==> config.mk <==
export PLATFORM = sky130hd
export DESIGN_NAME = mem_port_arbiter
export DESIGN_NICKNAME = d
export VERILOG_FILES = /design/src/rtl/riscv_mem_pkg.sv /design/src/rtl/mem_port_arbiter.sv
export SDC_FILE = /design/constraint.sdc
export NUM_CORES = 1
export LEC_CHECK = 0
export ABC_AREA = 0
export BUFFER_PORTS_ARGS = -buffer_cell sky130_fd_sc_hd__buf_2
export CAP_MARGIN = 20
export CORE_AREA = 2 2 214 216
export CTS_BUF_LIST = sky130_fd_sc_hd__clkbuf_4 sky130_fd_sc_hd__clkbuf_8
export DETAILED_ROUTE_END_ITERATION = 10
export DIE_AREA = 0 0 216 218
export PLACE_DENSITY = 0.63
export SYNTH_ARGS = -nofsm -noshare
export SYNTH_HDL_FRONTEND = slang
export SYNTH_SLANG_ARGS = --single-unit
==> constraint.sdc <==
create_clock -name clock -period 2.1 [get_ports clock]
set_input_delay 0.105 -clock clock [delete_from_list [all_inputs] [get_ports clock]]
set_output_delay 0.105 -clock clock [all_outputs]
set_load 0.1 [all_outputs]
==> src/rtl/riscv_mem_pkg.sv <==
// Shared types for the single-port memory scheduler: FSM states, the latched
// request record and the instruction-word select helper.
package riscv_mem_pkg;

    localparam int MEM_W   = 64;
    localparam int INSTR_W = 32;

    typedef enum logic [1:0] {
        IDLE,
        ACCESS,
        RESP
    } arb_state_t;

    // owner: 1 = data path, 0 = fetch path; wsel picks the upper fetch word
    typedef struct packed {
        logic               owner;
        logic               we;
        logic [MEM_W-1:0]   addr;
        logic               wsel;
        logic [MEM_W-1:0]   wdata;
    } arb_req_t;

    function automatic logic [INSTR_W-1:0] selectWord(input logic [MEM_W-1:0] dword,
                                                      input logic hi);
        return hi ? dword[MEM_W-1:INSTR_W] : dword[INSTR_W-1:0];
    endfunction

endpackage

==> src/rtl/mem_port_arbiter.sv <==
// Shares one 64-bit fixed-latency memory port between instruction fetch and
// data load/store, using level-req / pulse-ack handshakes on both sides.
//
// state  | meaning
// IDLE   | no access in flight; arbitrate any pending request
// ACCESS | address (and one-cycle store strobe) on the port, counting latency
// RESP   | read data captured, owner's ack pulses, always back to IDLE
module mem_port_arbiter
    import riscv_mem_pkg::*;
#(
    parameter int MEM_LAT  = 2,
    parameter bit FIX_PRIO = 1'b0
) (
    input  logic              clock,
    input  logic              reset,
    input  logic              i_req,
    input  logic [MEM_W-1:0]  i_addr,
    output logic              i_ack,
    output logic [INSTR_W-1:0] i_rdata,
    input  logic              d_req,
    input  logic              d_we,
    input  logic [MEM_W-1:0]  d_addr,
    input  logic [MEM_W-1:0]  d_wdata,
    output logic              d_ack,
    output logic [MEM_W-1:0]  d_rdata,
    output logic [MEM_W-1:0]  m_raddress,
    output logic [MEM_W-1:0]  m_waddress,
    output logic [MEM_W-1:0]  m_datain,
    output logic              m_wr,
    input  logic [MEM_W-1:0]  m_dataout,
    output logic              busy,
    output logic              grant_d
);

    localparam int CNT_W = $clog2(MEM_LAT + 1);

    arb_state_t       state;
    arb_req_t         cur;
    arb_req_t         nextReq;
    logic [CNT_W-1:0] cnt;
    logic             lastD;
    logic             pickD;
    logic             anyReq;
    logic             unusedAddrBits;

    assign unusedAddrBits = ^{i_addr[1:0], d_addr[2:0]};

    // Tie-break: fixed data priority, or whoever was not served last.
    always_comb begin
        anyReq = i_req | d_req;
        pickD  = 1'b0;
        if (i_req && d_req) begin
            pickD = FIX_PRIO ? 1'b1 : !lastD;
        end else begin
            pickD = d_req;
        end
    end

    always_comb begin
        nextReq       = '0;
        nextReq.owner = pickD;
        if (pickD) begin
            nextReq.we    = d_we;
            nextReq.addr  = {d_addr[MEM_W-1:3], 3'b000};
            nextReq.wdata = d_wdata;
        end else begin
            nextReq.addr  = {i_addr[MEM_W-1:3], 3'b000};
            nextReq.wsel  = i_addr[2];
        end
    end

    always_ff @(posedge clock) begin
        if (reset) begin
            state      <= IDLE;
            cur        <= '0;
            cnt        <= '0;
            lastD      <= 1'b0;
            i_ack      <= 1'b0;
            d_ack      <= 1'b0;
            i_rdata    <= '0;
            d_rdata    <= '0;
            m_raddress <= '0;
            m_waddress <= '0;
            m_datain   <= '0;
            m_wr       <= 1'b0;
            busy       <= 1'b0;
            grant_d    <= 1'b0;
        end else begin
            i_ack <= 1'b0;
            d_ack <= 1'b0;
            m_wr  <= 1'b0;
            case (state)
                IDLE: begin
                    if (anyReq) begin
                        state      <= ACCESS;
                        cur        <= nextReq;
                        cnt        <= CNT_W'(MEM_LAT - 1);
                        lastD      <= pickD;
                        grant_d    <= pickD;
                        busy       <= 1'b1;
                        m_raddress <= nextReq.addr;
                        m_waddress <= nextReq.addr;
                        m_datain   <= nextReq.wdata;
                        m_wr       <= nextReq.owner & nextReq.we;
                    end
                end
                ACCESS: begin
                    if (cnt == '0) begin
                        state      <= RESP;
                        m_raddress <= '0;
                        m_waddress <= '0;
                        m_datain   <= '0;
                        if (cur.owner) begin
                            d_ack <= 1'b1;
                            if (!cur.we) begin
                                d_rdata <= m_dataout;
                            end
                        end else begin
                            i_ack   <= 1'b1;
                            i_rdata <= selectWord(m_dataout, cur.wsel);
                        end
                    end else begin
                        cnt        <= cnt - 1'b1;
                        m_raddress <= cur.addr;
                        m_waddress <= cur.addr;
                        m_datain   <= cur.wdata;
                    end
                end
                RESP: begin
                    state <= IDLE;
                    busy  <= 1'b0;
                end
                default: begin
                    state <= IDLE;
                    busy  <= 1'b0;
                end
            endcase
        end
    end

    // A requester must hold req until it has seen its ack.
    logic iHeld;
    logic dHeld;

    always_ff @(posedge clock) begin
        iHeld <= !reset && i_req && !i_ack;
        dHeld <= !reset && d_req && !d_ack;
    end

    always_ff @(posedge clock) begin
        if (!reset) begin
            assert (!(iHeld && !i_req)) else $error("i_req dropped before i_ack");
            assert (!(dHeld && !d_req)) else $error("d_req dropped before d_ack");
        end
    end

endmodule

==> run metrics <==
worst relative slew slack=0.610; VDD IR max=0.000656 V; die area=47100 µm²; Routed Antenna Nets=0; Final Critical Period=2.03 ns; vias in the first global route=17700; Max Cap Viol=0; clk sinks=about 360; initial antenna violation count=3; share of post-route cells with drive strength above 1=0.282; Final Hold Violating Endpoints=0; Power Density=1000 nW/µm²; reg2reg setup slack=around 0.067 ns; Post-synth EDFFs=0; CTS max path bufs=3; fmax=0.492 GHz; Tot Pwr=~23 mW; Gate Count Post-Synth=between 1500 and 2000; Final Max Tran Viols=0; drt initial violations=approximately 1700; # H-tree levels=3; Layout Utilization=0.506; Distinct cells, synth=37; layout overhead on the synthesized area=44.4%; Setup CP Type=register to register; Die H=218 µm; post-route cell area=between 20000 and 25000 µm²; Seq cells post-synth=357; CP startpoint kind=register; Ys Warns=0; top post-synthesis cells by area=dfxtp_1 (45%), a21oi_1 (8.2%), nand3_1 (7.9%); setup_tns=0 ns; Critical Path AT=2.53 ns; Cell Count, Final, Fillers Out=3212; Period Utilization, post-route=0.968; Hold Path Class=input pin to register; number of fill cells=between 4000 and 5000; Leakage=9.33 nW; cell family with most CP delay=buffers and inverters; cells along the critical path=or2_2 -> nor2_4 -> buf_4 -> a311oi_2 -> dlygate4sd3_1; DRC violations left=0; Worst EP required=2.59 ns; dpl hpwl=37.9 mm; Root Buffer=clkbuf_8; # rows=78; Worst path max stage delay=just under 0.6 ns; global-route congestion overflow total=0; ys async rst share=0; outcome=complete, no violations; Synth area leader=dfxtp_1; worst slew pin tran=0.585 ns; Total GRT Usage=0.255; setup bufs post-CTS=0; routed wire length=63.5 mm; IO Port Bufs=542; number of vias per cell=5.61; mapped cell area=between 15000 and 20000 µm²; worst-skew pair later-pin latency=around 0.64 ns; Mean Syn Cell Area=8.22 µm²; crit path capture type=register; post-synthesis sequential area ratio=0.454; Post-synth top flop=dfxtp_1; initial core utilization=0.351; top-count cell post-synth=dfxtp_1; Post-DP Area=18600 µm²; Post-synth top cells=dfxtp_1 (357), a21oi_1 (258), nand3_1 (250), o21ai_0 (193), nand2_1 (189); Routed wire per std cell=19.8 µm; vias=18000; Placed Instances=2829; area fraction of the dominant cell type after synthesis=0.454; nets=roughly 2800; total CTS buffers=66; clock-pin transition on the worst setup and hold timing paths=around 0.060 ns; GPL Wtd Cong=0.866; CP max FO=12; final setup violating endpoints=0; total iterations of the first detailed-routing run=7; first-pass GRT wire length=a little under 100 mm; clock skew=0.0413 ns; core footprint=44900 µm²; # IOs=554; die width=216 µm; largest net degree at the start of global routing=93; Crit path buffers/inverters=2; CP max-delay cell=dlygate4sd3_1; TritonCTS clock tree=done
-- area by class of cell --
cell class / count / area, µm² / area share
Antenna cell: 4 / 10.0 / 0.000440
Clock buffer: 103 / 1300 / 0.0571
Clock inverter: 10 / 123 / 0.00539
Inverter: 3 / 11.3 / 0.000495
Multi-Input combinational cell: 1270 / 7170 / 0.315
Sequential cell: 357 / 7150 / 0.315
Tap cell: 600 / 751 / 0.0330
Timing Repair Buffer: 865 / 6230 / 0.274
-- sequential cells by signal (all words and copies together) (netlist names) --
name,flops
cur,127
d_rdata,64
m_datain,64
m_waddress,61
i_rdata,32
cnt,2
state,2
busy,1
d_ack,1
i_ack,1
lastD,1
m_wr,1
-- worst min-delay path, delay by kind of cell --
family                 cells  cell delay [ns]
AO/OA/AOI/OAI              1             0.06
buffers and inverters      2             0.65
AND/OR/NAND/NOR            1             0.07
-- where the power goes --
part / internal [mW] / total (mW) / switching, mW
registers: 7.39 / 7.77 / 0.385
logic: 1.80 / 7.80 / 6.00
clock network: 4.18 / 7.24 / 3.05
-- repair_timing --
item,in CTS,in global routing
endpoints found under the setup margin,0,5
resized for setup,0,3
hold endpoints to repair,354,0
hold buffers,264,0
-- metrics by stage --
stage | setup WS, ns | hold slack (ns)
2_1_floorplan | 0.0171 | 0.221
3_3_place_gp | 0.326 | 0.346
3_5_place_dp | 0.281 | 0.345
4_1_cts | 0.0681 | 0.224
5_1_grt | -0.0115 | 0.276
6_report | 0.0666 | 0.299
-- cells in the final DEF (no fill, tap or decap), drive strengths merged, types with 2 or more instances in the layout --
cell type	instances
bufinv	2
inv	6
a21oi	258
clkinvlp	2
nor2	36
nand2b	3
nand3	250
conb	6
a31oi	63
a211oi	94
dlygate4sd3	264
a311oi	124
mux2i	32
clkinv	3
diode	4
nand4	2
nand2	189
nor3	2
buf	599
ha	2
or2	3
nor2b	3
dfxtp	357
clkbuf	105
o21ai	193
-- cell families after synthesis --
group | share of synthesized area
fa+ha+maj | 0.00159
mux | 0.0203
other cells | 0.000238
flops | 0.454
compound gates | 0.284
simple gates | 0.143
buf+inv | 0.0972
-- per-layer routing --
layer  share of wire  global-route usage  wire length (µm)  vias up
met5               0                   0                 0        -
met4           0.038               0.128              2430        0
met3           0.082              0.0570              5200      195
met2            0.48               0.419             30500      968
met1            0.40               0.314             25400     8567
li1                -                   -                 -     8291
-- final timing paths --
check / from / endpoint / cells past startpoint
setup reg to reg: state[1] / cur[124] / 5
setup / recovery: state[1] / cur[124] / 5
hold reg to reg: busy / busy / 2
hold / removal: d_wdata[38] / cur[38] / 4
No activity file was read; power rests on OpenSTA's default activity.
